`config.mk`:
```
export PLATFORM = sky130hd
export DESIGN_NAME = spi_slave_frame_tx_flat
export DESIGN_NICKNAME = d
export VERILOG_FILES = /design/src/rtl/spi_pkg.sv /design/src/rtl/spi_slave_frame_tx_if.sv /design/src/rtl/spi_pin_sync.sv /design/src/rtl/spi_slave_frame_tx.sv /design/src/flat_wrapper.sv
export SDC_FILE = /design/constraint.sdc
export NUM_CORES = 1
export LEC_CHECK = 0
export BUFFER_PORTS_ARGS = -buffer_cell sky130_fd_sc_hd__buf_2
export CORE_MARGIN = 2
export CORE_UTILIZATION = 55
export CTS_CLUSTER_SIZE = 30
export DETAILED_ROUTE_END_ITERATION = 7
export PLACE_DENSITY = 0.79
export SETUP_SLACK_MARGIN = 0.15
export SLEW_MARGIN = 10
export SYNTH_ARGS = -nofsm -noshare
export SYNTH_HDL_FRONTEND = slang
export SYNTH_SLANG_ARGS = --single-unit
```
`constraint.sdc`:
```
create_clock -name clk -period 2.5 [get_ports clk]
set_input_delay 0.25 -clock clk [delete_from_list [all_inputs] [get_ports clk]]
set_output_delay 0.25 -clock clk [all_outputs]
set_load 0.02 [all_outputs]
```
`src/rtl/spi_pkg.sv`:
```
// Shared types and constants for the hydrophone SPI frame slave.
//   state_t       : frame FSM states
//   HDR_W         : status header width sent ahead of the samples
//   HDR_*_BIT/W   : header field positions (fresh, abort, sequence)
package spi_pkg;
  localparam int HDR_W         = 8;
  localparam int HDR_FRESH_BIT = 7;
  localparam int HDR_ABORT_BIT = 6;
  localparam int HDR_SEQ_W     = 6;

  typedef enum logic [1:0] {IDLE, SHIFT, TAIL} state_t;
endpackage

```
`src/rtl/spi_slave_frame_tx_if.sv`:
```
// Sample handshake and SPI pin bundle for spi_slave_frame_tx.
//   in_data/in_valid/in_ready : sample set handshake, ch0 in the MSBs
//   sclk/cs/mosi              : raw asynchronous SPI pins from the master
//   miso/miso_oe              : serial data and its output enable
//   frame_done/frame_abort    : 1-cycle frame status pulses
//   rx_cmd/rx_valid           : captured command byte and its update pulse
// modport slave is the SPI slave (DUT) side, master the producer/SPI master side.
interface spi_slave_frame_tx_if
  import spi_pkg::*;
#(
  parameter int NUM_CH = 4,
  parameter int WORD_W = 16
);
  logic [NUM_CH*WORD_W-1:0] in_data;
  logic                     in_valid, in_ready;
  logic                     sclk, cs, mosi;
  logic                     miso, miso_oe;
  logic                     frame_done, frame_abort;
  logic [HDR_W-1:0]         rx_cmd;
  logic                     rx_valid;

  modport slave (
    input  in_data, in_valid, sclk, cs, mosi,
    output in_ready, miso, miso_oe, frame_done, frame_abort, rx_cmd, rx_valid
  );
  modport master (
    output in_data, in_valid, sclk, cs, mosi,
    input  in_ready, miso, miso_oe, frame_done, frame_abort, rx_cmd, rx_valid
  );
endinterface

```
`src/rtl/spi_pin_sync.sv`:
```
// Synchroniser plus edge detector for one asynchronous SPI pin.
//   clk, rst : system clock, async active-low reset
//   d        : raw pin
//   level    : synchronised level
//   rise/fall: 1-cycle pulses on synchronised edges
// Everything resets to 0, so a cs already low when reset releases produces
// no falling edge; the FSM waits for a genuine new one.
module spi_pin_sync #(
  parameter int SYNC_STAGES = 2
) (
  input  logic clk,
  input  logic rst,
  input  logic d,
  output logic level,
  output logic rise,
  output logic fall
);
  logic [SYNC_STAGES-1:0] sync_q;
  logic                   prev_q;

  always_ff @(posedge clk or negedge rst) begin
    if (!rst) begin
      sync_q <= '0;
      prev_q <= 1'b0;
    end else begin
      sync_q <= {sync_q[SYNC_STAGES-2:0], d};
      prev_q <= sync_q[SYNC_STAGES-1];
    end
  end

  assign level = sync_q[SYNC_STAGES-1];
  assign rise  = level & ~prev_q;
  assign fall  = ~level & prev_q;
endmodule

```
`src/rtl/spi_slave_frame_tx.sv`:
```
// Oversampling SPI slave: shifts {status header, NUM_CH x WORD_W samples}
// out on miso MSB first and captures the first 8 mosi bits as a command.
//   clk, rst : system clock (>= 8x sclk), async active-low reset
//   bus      : sample handshake + SPI pins + frame status (slave modport)
// Header = {fresh, prev-frame-aborted, seq[5:0]}. All four SPI modes via CPOL/CPHA.
module spi_slave_frame_tx
  import spi_pkg::*;
#(
  parameter int WORD_W      = 16,
  parameter int NUM_CH      = 4,
  parameter bit CPOL        = 1'b0,
  parameter bit CPHA        = 1'b0,
  parameter int SYNC_STAGES = 2
) (
  input logic                 clk,
  input logic                 rst,
  spi_slave_frame_tx_if.slave bus
);
  localparam int DATA_W     = NUM_CH * WORD_W;
  localparam int FRAME_BITS = HDR_W + DATA_W;
  localparam int CNT_W      = $clog2(FRAME_BITS);

  // pin index 0 = sclk, 1 = cs, 2 = mosi
  logic [2:0] pin_d, pin_lvl, pin_rise, pin_fall;
  assign pin_d = {bus.mosi, bus.cs, bus.sclk};

  for (genvar p = 0; p < 3; p++) begin : g_sync
    spi_pin_sync #(.SYNC_STAGES(SYNC_STAGES)) u_sync (
      .clk(clk), .rst(rst), .d(pin_d[p]),
      .level(pin_lvl[p]), .rise(pin_rise[p]), .fall(pin_fall[p])
    );
  end

  logic unused_pins;
  assign unused_pins = ^{pin_lvl[1:0], pin_rise[2], pin_fall[2]};

  logic lead_e, trail_e, cap_e, lch_e, cs_fall, cs_rise, mosi_s;
  assign lead_e  = CPOL ? pin_fall[0] : pin_rise[0];
  assign trail_e = CPOL ? pin_rise[0] : pin_fall[0];
  assign cap_e   = CPHA ? trail_e : lead_e;
  assign lch_e   = CPHA ? lead_e  : trail_e;
  assign cs_fall = pin_fall[1];
  assign cs_rise = pin_rise[1];
  assign mosi_s  = pin_lvl[2];

  state_t                state_q, state_d;
  logic [DATA_W-1:0]     hold_q;
  logic                  hold_full_q, abort_q, primed_q;
  logic [HDR_SEQ_W-1:0]  seq_q;
  logic [FRAME_BITS-1:0] sh_q;
  logic [CNT_W-1:0]      cnt_q;
  logic [7:0]            rx_sh_q;
  logic [3:0]            rx_cnt_q;
  logic                  miso_q, oe_q, done_q, abort_p_q;
  logic [HDR_W-1:0]      rx_cmd_q;
  logic [1:0]            vld_pipe;
  logic [HDR_W-1:0]      hdr;
  logic                  acc, rx_byte;
  logic                  do_load, do_cap, do_lch, do_done, do_abort, do_end;

  assign acc     = bus.in_valid & ~hold_full_q;
  assign rx_byte = do_cap && (rx_cnt_q == 4'd7);

  always_comb begin
    hdr                = '0;
    hdr[HDR_FRESH_BIT] = hold_full_q;
    hdr[HDR_ABORT_BIT] = abort_q;
    hdr[HDR_SEQ_W-1:0] = seq_q;
  end

  always_ff @(posedge clk or negedge rst) begin
    if (!rst) state_q <= IDLE;
    else      state_q <= state_d;
  end

  // primed_q blocks the edge that would otherwise come "before" the first
  // bit: the CPHA=0 trailing edge before any capture, or the CPHA=1 capture
  // before the first launch.
  always_comb begin
    state_d  = state_q;
    do_load  = 1'b0;
    do_cap   = 1'b0;
    do_lch   = 1'b0;
    do_done  = 1'b0;
    do_abort = 1'b0;
    do_end   = 1'b0;
    unique case (state_q)
      IDLE: if (cs_fall) begin
        do_load = 1'b1;
        state_d = SHIFT;
      end
      SHIFT: begin
        if (cs_rise) begin
          do_abort = 1'b1;
          do_end   = 1'b1;
          state_d  = IDLE;
        end else begin
          if (cap_e && (primed_q || !CPHA)) begin
            do_cap = 1'b1;
            if (cnt_q == '0) begin
              do_done = 1'b1;
              state_d = TAIL;
            end
          end
          if (lch_e && (primed_q || CPHA)) do_lch = 1'b1;
        end
      end
      TAIL: if (cs_rise) begin
        do_end  = 1'b1;
        state_d = IDLE;
      end
      default: state_d = IDLE;
    endcase
  end

  always_ff @(posedge clk or negedge rst) begin
    if (!rst) begin
      hold_q      <= '0;
      hold_full_q <= 1'b0;
      seq_q       <= '0;
      abort_q     <= 1'b0;
      primed_q    <= 1'b0;
      sh_q        <= '0;
      cnt_q       <= '0;
      rx_sh_q     <= '0;
      rx_cnt_q    <= '0;
      miso_q      <= 1'b0;
      oe_q        <= 1'b0;
      done_q      <= 1'b0;
      abort_p_q   <= 1'b0;
      rx_cmd_q    <= '0;
      vld_pipe    <= '0;
    end else begin
      done_q    <= do_done;
      abort_p_q <= do_abort;
      vld_pipe  <= {vld_pipe[0], rx_byte};
      if (do_load) begin
        sh_q        <= {hdr, hold_q};
        cnt_q       <= CNT_W'(FRAME_BITS - 1);
        primed_q    <= 1'b0;
        rx_cnt_q    <= '0;
        hold_full_q <= 1'b0;
        abort_q     <= 1'b0;
        oe_q        <= 1'b1;
        miso_q      <= CPHA ? 1'b0 : hdr[HDR_W-1];
      end
      // Placed after the load so a same-cycle accept leaves hold_full set;
      // the frame already took the old hold and old fresh bit.
      if (acc) begin
        hold_q      <= bus.in_data;
        hold_full_q <= 1'b1;
        seq_q       <= seq_q + HDR_SEQ_W'(1);
      end
      if (do_cap) begin
        primed_q <= 1'b1;
        if (rx_cnt_q != 4'd8) begin
          rx_sh_q  <= {rx_sh_q[6:0], mosi_s};
          rx_cnt_q <= rx_cnt_q + 4'd1;
        end
        if (rx_byte) rx_cmd_q <= {rx_sh_q[6:0], mosi_s};
      end
      if (do_lch) begin
        primed_q <= 1'b1;
        if (CPHA && !primed_q) begin
          miso_q <= sh_q[FRAME_BITS-1];
        end else begin
          sh_q   <= sh_q << 1;
          miso_q <= sh_q[FRAME_BITS-2];
          cnt_q  <= cnt_q - CNT_W'(1);
        end
      end
      if (do_done) miso_q <= 1'b0;
      if (do_abort) abort_q <= 1'b1;
      if (do_end) begin
        miso_q <= 1'b0;
        oe_q   <= 1'b0;
      end
    end
  end

  assign bus.in_ready    = ~hold_full_q;
  assign bus.miso        = miso_q;
  assign bus.miso_oe     = oe_q;
  assign bus.frame_done  = done_q;
  assign bus.frame_abort = abort_p_q;
  assign bus.rx_cmd      = rx_cmd_q;
  assign bus.rx_valid    = vld_pipe[1];
endmodule

```
`src/flat_wrapper.sv`:
```
// flat-port wrapper written by rule: the top's interface ports become plain ports
module spi_slave_frame_tx_flat import spi_pkg::*;
#(
  parameter int WORD_W      = 16,
  parameter int NUM_CH      = 4,
  parameter bit CPOL        = 1'b0,
  parameter bit CPHA        = 1'b0,
  parameter int SYNC_STAGES = 2
)
  (clk, rst, bus_in_data, bus_in_valid, bus_sclk, bus_cs, bus_mosi, bus_in_ready, bus_miso, bus_miso_oe, bus_frame_done, bus_frame_abort, bus_rx_cmd, bus_rx_valid);
  spi_slave_frame_tx_if #(.NUM_CH(NUM_CH), .WORD_W(WORD_W)) bus_i ();
  input logic clk;
  input logic rst;
  input wire logic [$bits(bus_i.in_data)-1:0] bus_in_data;
  input wire logic [$bits(bus_i.in_valid)-1:0] bus_in_valid;
  input wire logic [$bits(bus_i.sclk)-1:0] bus_sclk;
  input wire logic [$bits(bus_i.cs)-1:0] bus_cs;
  input wire logic [$bits(bus_i.mosi)-1:0] bus_mosi;
  output wire logic [$bits(bus_i.in_ready)-1:0] bus_in_ready;
  output wire logic [$bits(bus_i.miso)-1:0] bus_miso;
  output wire logic [$bits(bus_i.miso_oe)-1:0] bus_miso_oe;
  output wire logic [$bits(bus_i.frame_done)-1:0] bus_frame_done;
  output wire logic [$bits(bus_i.frame_abort)-1:0] bus_frame_abort;
  output wire logic [$bits(bus_i.rx_cmd)-1:0] bus_rx_cmd;
  output wire logic [$bits(bus_i.rx_valid)-1:0] bus_rx_valid;
  assign bus_i.in_data = bus_in_data;
  assign bus_i.in_valid = bus_in_valid;
  assign bus_i.sclk = bus_sclk;
  assign bus_i.cs = bus_cs;
  assign bus_i.mosi = bus_mosi;
  assign bus_in_ready = bus_i.in_ready;
  assign bus_miso = bus_i.miso;
  assign bus_miso_oe = bus_i.miso_oe;
  assign bus_frame_done = bus_i.frame_done;
  assign bus_frame_abort = bus_i.frame_abort;
  assign bus_rx_cmd = bus_i.rx_cmd;
  assign bus_rx_valid = bus_i.rx_valid;
  spi_slave_frame_tx #(.WORD_W(WORD_W), .NUM_CH(NUM_CH), .CPOL(CPOL), .CPHA(CPHA), .SYNC_STAGES(SYNC_STAGES)) u_core (.clk(clk), .rst(rst), .bus(bus_i));
endmodule
```
# [Word-level counts from Yosys, hierarchy flattened]
# Index checks and enable logic that the tools add are counted.
[word_totals] register_bits=186 inputBits=70 output_inout_bits=14 elab_cells=95
[classes] n_addsub=3 n_eq_ne=8 muxes=39 n_bitwise=10 reduce_logical=14
[ops] cell="$mux W71" n=2
[ops] cell="$mux W1" n=26
[ops] cell="$mux W7" n=2
[ops] cell="$mux W4" n=3
[ops] cell="$mux W2" n=5
[ops] cell="$reduce_bool A2 Y1" n=4
[ops] cell="$logic_not A7 Y1" n=1
[ops] cell="$sub A7 B1 Y7 const B" n=1
[ops] cell="$add A6 B1 Y6 const B" n=1
[ops] cell="$ne A3 B1 Y1 const B" n=2
[ops] cell="$pmux W2 S3" n=1
[ops] cell="$and A1 B1 Y1" n=5
[ops] cell="$not A1 Y1" n=5
[ops] cell="$add A4 B1 Y4 const B" n=1
[ops] cell="$eq A4 B3 Y1 const B" n=1
[ops] cell="$ne A2 B1 Y1 const B" n=2
[ops] cell="$ne A4 B4 Y1 const B" n=1
[ops] cell="$reduce_and A2 Y1" n=2
[ops] cell="$reduce_and A4 Y1" n=1
[ops] cell="$reduce_bool A4 Y1" n=1
[ops] cell="$reduce_bool A3 Y1" n=1
[ops] cell="$eq A2 B1 Y1 const B" n=1
[ops] cell="$eq A2 B2 Y1 const B" n=1
[ops] cell="$logic_and A1 B1 Y1" n=2
[ops] cell="2 further kinds" n=2

# [Logic depth before layout (Yosys ltp)]
[logic_depth] ltp_word=9 depth_mapped=8 depth_no_buf=6

# [By module]
# A second synthesis with hierarchy kept.
[unflattened] hier_cells=697 hier_area_um2=7717.4
[by_module_without_submodules] mod="spi_slave_frame_tx" instances=1 cells_each=682 area_per_inst_um2=7447.1 seq_area_each_um2=4454.3
[by_module_without_submodules] mod="spi_pin_sync" instances=3 cells_each=5 area_per_inst_um2=90.1 seq_area_each_um2=75.1

# [Least setup slack after synthesis]
# OpenSTA, ideal clock, no wires.
[synth_path] path_kind="reg2reg" from="register u_core.state_q[1]" to="register u_core.rx_cmd_q[0], in the netlist u_core.bus.rx_cmd[0]" setup_time_ps=125 arrival_ps=1628 t_required_ps=2375 slack_ps=747 stages_incl_launch_ff=8 path_buffers=2 path_cell_list="dfrtp_1 > inv_1 > ha_1 > and3_1 > buf_2 > and4b_1 > buf_4 > mux2_2"
[synth_between] elab_chain_cells=4
[synth_lines] item="start, declared" line_no="spi_slave_frame_tx.sv:46" text="state_t state_q, state_d;"
[synth_lines] item="start signal, assigned" line_no="spi_slave_frame_tx.sv:73" text="else state_q <= state_d;"
[synth_lines] item="$eq A2 B1 Y1" line_no="spi_slave_frame_tx.sv:87" text="unique case (state_q)"
[synth_lines] item="$mux W1" line_no="spi_slave_frame_tx.sv:87"
[synth_lines] item="$logic_and A1 B1 Y1" line_no="spi_slave_frame_tx.sv:62" text="assign rx_byte = do_cap && (rx_cnt_q == 4'd7);"
[synth_lines] item="net u_core.rx_byte" line_no="spi_slave_frame_tx.sv:58" text="logic acc, rx_byte;"
[synth_lines] item="$reduce_and A2 Y1 (no source line)"
[synth_lines] item="end signal, assigned" line_no="spi_slave_frame_tx.sv:160" text="if (rx_byte) rx_cmd_q <= {rx_sh_q[6:0], mosi_s};"
[synth_lines] item="end, declared" line_no="spi_slave_frame_tx.sv:55" text="logic [HDR_W-1:0] rx_cmd_q;"
# The timed path passes the listed nets, and every way through them passes these cells.
# A chain may end at the register's enable or synchronous reset.

# [Worst setup path in the final report]
[layout_path] from="register u_core.state_q[1]" to="register u_core.rx_cmd_q[6], in the netlist u_core.bus.rx_cmd[6]"
[layout_between] elab_chain_cells=4
[layout_lines] item="$eq A2 B1 Y1 (*)" line_no="spi_slave_frame_tx.sv:87"
[layout_lines] item="$mux W1 (*)" line_no="spi_slave_frame_tx.sv:87"
[layout_lines] item="$logic_and A1 B1 Y1" line_no="spi_slave_frame_tx.sv:62"
[layout_lines] item="$reduce_and A2 Y1 (no source line) (*)"
# Every way passes the cells marked *; elsewhere a longest branch is shown, timed or not.

==> summary.md <==
| Metric | Value |
|---|---|
| Status | completed |
| Unrepaired setup endpoints after global routing | false |
| Worst Setup End Kind | register |
| Cell type with the highest aggregate area in the netlist | sky130_fd_sc_hd__dfrtp_1 |
| Ratio of routed vias to standard cells | 5.520 |
| Share of the synthesized area in compound gates (AO/OA/AOI/OAI) | 8.243% |
| Hold_ws | 0.04256 ns |
| Inserted Diodes | 0 |
| Type of the most critical hold path | input port to register |
| Max VDD drop | between 0.6 and 0.7 mV |
| Number of top-level pins | 84 |
| Synthesized netlist net count | 774 |
| Cell-by-cell listing of the critical path | inv_1, ha_1, and3_1, and4b_1, mux2_2 |
| Share of synthesized area spent on multiplexers | 12.19% |
| Post-CTS setup buffer count | 0 |
| Iteration-0 DRC Markers | 399 |
| Total of flip-flops plus latches after synthesis | 186 |
| Max Clock Skew | roughly 0.014 ns |
| Initial Utilization | between 50% and 60% |
| Post-route setup TNS | 0 ns |
| Sequential fraction of the synthesis area | 60.13% |
| Largest family of logic cells by synthesized area | simple AND/OR/NAND/NOR gates |
| Number of instances in the synthesized netlist | roughly 700 |
| Synth-to-Final Area Change | 16.11% |
| Die H | 122.6 µm |
| Share of layout cells above drive strength 1 | 26.92% |
| Final clock period utilization by the worst path | 82.87% |
| Share of flip-flops with an asynchronous set or reset | 100.0% |
| Cell area after synthesis | slightly below 8000 µm² |
| Routed wire length | 14670 µm |
| Required time at the endpoint of the critical path | 2.81 ns |
| Worst path buffer plus inverter count | 1 |
| Power consumption | 0.01024 W |
| Number of antenna violations at the first check in global routing | 0 |
| Clk slew on worst S/H paths | 0.06 ns |
| CTS H-tree depth | 4 |
| Total leakage power | 4.239 nW |
| Die Wd | 122.6 µm |
| Simple-Gate Fraction of Synth Area | 13.59% |
| TritonCTS clock tree | done |
| Max Fanout on Critical Path | 9 |
| Final layout net count | 846 |
| Largest net degree at the start of global routing | 85 |
| Slowest stage cell on the critical path | sky130_fd_sc_hd__and4b_1 |
| Clock tree buffer depth | 2 |
| Buffers on Ports | 83 |
| Number of enable flip-flop cells after synthesis | 0 |
| Setup violation total in the final timing report | 0 |
| Adder-Cell Fraction of Synth Area | 1.455% |
| Routability Congestion | 0.7811 |
| Number of hold violations in the final report | 0 |
| Max frequency | slightly below 500 MHz |
| Via count of the first global-routing pass | 5436 |
| Worst slew margin relative to its limit | 54.34% |
| Delay of the slowest critical-path stage | 0.49 ns |
| Period minus WS final | between 2 and 2.5 ns |
| Synthesized-area fraction occupied by xor and xnor cells | less than 1% |
| Remaining routing DRC violations | 0 |
| Filler instances | 1046 |
| Max_cap viols | 0 |
| Congestion Overflow GR | 0 |
| Number of sinks on the clock net | 186 |
| Gates resized, CTS repair | 0 |
| Count of yosys warnings during synthesis | 0 |
| Dominant cells by area after synthesis | sky130_fd_sc_hd__dfrtp_1 (60%), sky130_fd_sc_hd__mux2_2 (12%), sky130_fd_sc_hd__nand2_1 (7.4%) |
| Worst EP arrival | 2.38 ns |
| Per-instance average area after synthesis | 11.14 µm² |
| Total routing usage reported by global routing | 21.67% |
| Root buffer cell | sky130_fd_sc_hd__clkbuf_16 |
| Via Count | 5299 |
| WS Path Type | register to register |
| Number of iterations in the first detailed-routing pass | 4 |
| Share of the synthesized area in the top cell type | 60.13% |
| Prevailing post-synth register cell | sky130_fd_sc_hd__dfrtp_1 |
| Power density normalized to cell area | around 1100 nW/µm² |
| Global-route wire length before repair | 25320 µm |
| Cell row count | 43 |
| Placeable core region | between 10000 and 15000 µm² |
| Inserted Clock Buffers | 17 |
| Worst-skew pair later-pin latency | 0.44 ns |
| Yosys cell types | 40 |
| Worst-margin pin slew | 0.6850 ns |
| Post-route ant nets | 0 |
| Gate family responsible for the most delay along the worst path | simple AND/OR/NAND/NOR gates |
| Routed length per placed instance | 15.28 µm |
| Die outline area | 15040 µm² |
| Setup crit start kind | register |
| Final number of max-transition violations | 0 |
| Total half-perimeter wirelength after legalization and detailed placement | 9508 µm |
cell families (layout without fill, tap and decap cells):
family | count (synthesis) | in the layout
compound gates | 99 | 99
xor+xnor | 7 | 7
fa+ha+maj | 9 | 9
buf+inv | 53 | 138
flops | 186 | 186
mux | 84 | 84
simple gates | 257 | 257
registers in the layout, indices dropped and copies added (netlist names), 2 cells and up:
name / flops
u_core.bus.rx_cmd: 8
u_core.cnt_q: 7
u_core.g_sync.u_sync.prev_q: 2
u_core.g_sync.u_sync.sync_q: 6
u_core.hold_q: 64
u_core.rx_cnt_q: 4
u_core.rx_sh_q: 7
u_core.seq_q: 6
u_core.sh_q: 71
u_core.state_q: 2
u_core.vld_pipe: 2
repair_timing:
| action | CTS | global route |
|---|---|---|
| endpoints found under the setup margin | 0 | 0 |
| endpoints found under the hold margin | 84 | 0 |
| hold buffers | 4 | 0 |
where the power goes:
group | internal, W | switching [W]
logic | 0.00125 | 0.00114
registers | 0.00429 | 0.000772
clock network | 0.00168 | 0.00111
worst reg2reg max path: stages (launching register included):
cell	delay (ns)
sky130_fd_sc_hd__dfrtp_1	0.38
sky130_fd_sc_hd__inv_1	0.12
sky130_fd_sc_hd__ha_1	0.26
sky130_fd_sc_hd__and3_1	0.32
sky130_fd_sc_hd__and4b_1	0.49
sky130_fd_sc_hd__mux2_2	0.39
placed cells by master, fill, tap and decap left out, drive strengths merged, types with 3 or more instances in the layout:
master	instances
nor2b	4
buf	92
bufinv	3
a21oi	5
a31oi	70
clkbuf	24
dlygate4sd3	4
inv	11
a21o	5
nor2	77
ha	9
xnor2	5
nor3b	4
nand2	153
mux2	82
dfrtp	186
clkinvlp	3
o21ai	7
through the flow:
stage	cell area [µm²]	std cells	utilization (%)	setup WS (ns)
after CTS	8989	960	65.01	0.4164
after detailed placement	8325	924	60.21	0.4262
after global routing	8989	960	65.01	0.2688
after floorplan	7741	695	-	0.7472
final	8989	960	65.01	0.4282
after global placement	8325	924	60.21	0.5457
cell type report:
| type | count | area (µm²) | share of cell area (%) |
|---|---|---|---|
| clock buffer | 23 | 488.0 | 5.429 |
| clock inverter | 9 | 135.1 | 1.503 |
| inverter | 9 | 33.78 | 0.3758 |
| multi-input combinational | 456 | 2825 | 31.43 |
| sequential | 186 | 4654 | 51.78 |
| tap | 180 | 225.2 | 2.506 |
| timing repair buffer | 97 | 626.9 | 6.974 |
cells in the mapped netlist (4+ instances only):
master,instances
sky130_fd_sc_hd__inv_1,9
sky130_fd_sc_hd__mux2_2,82
sky130_fd_sc_hd__o21ai_0,7
sky130_fd_sc_hd__xnor2_1,5
sky130_fd_sc_hd__buf_2,7
sky130_fd_sc_hd__nor2_1,77
sky130_fd_sc_hd__nand2_1,153
sky130_fd_sc_hd__nor3b_1,4
sky130_fd_sc_hd__a21o_1,5
sky130_fd_sc_hd__buf_6,9
sky130_fd_sc_hd__clkbuf_1,27
sky130_fd_sc_hd__a21oi_1,5
sky130_fd_sc_hd__dfrtp_1,186
sky130_fd_sc_hd__a31oi_1,70
sky130_fd_sc_hd__nor2b_1,4
sky130_fd_sc_hd__ha_1,9
final timing paths:
check	cells past startpoint	slack [ns]	to	startpoint
max	5	0.43	u_core.bus.rx_cmd[6]$_DFFE_PN0P_	u_core.state_q[1]$_DFFE_PN0P_
min	2	0.04	u_core.hold_q[29]$_DFFE_PN0P_	bus_in_data[29]
max reg2reg	5	0.43	u_core.bus.rx_cmd[6]$_DFFE_PN0P_	u_core.state_q[1]$_DFFE_PN0P_
min reg2reg	0	0.35	u_core.g_sync[2].u_sync.sync_q[1]$_DFF_PN0_	u_core.g_sync[2].u_sync.sync_q[0]$_DFF_PN0_
max in group asynchronous	3	1.33	u_core.hold_q[10]$_DFFE_PN0P_	rst
min in group asynchronous	2	0.44	u_core.hold_q[7]$_DFFE_PN0P_	rst
metal layers:
metal	global-route usage [%]	up-vias	wire length (µm)
met5	0	-	0
met4	8.693	0	281
met3	4.693	22	563
met2	36.39	126	7457
met1	27.48	2635	6372
li1	-	2516	-
(Power assumes the default switching activity.)
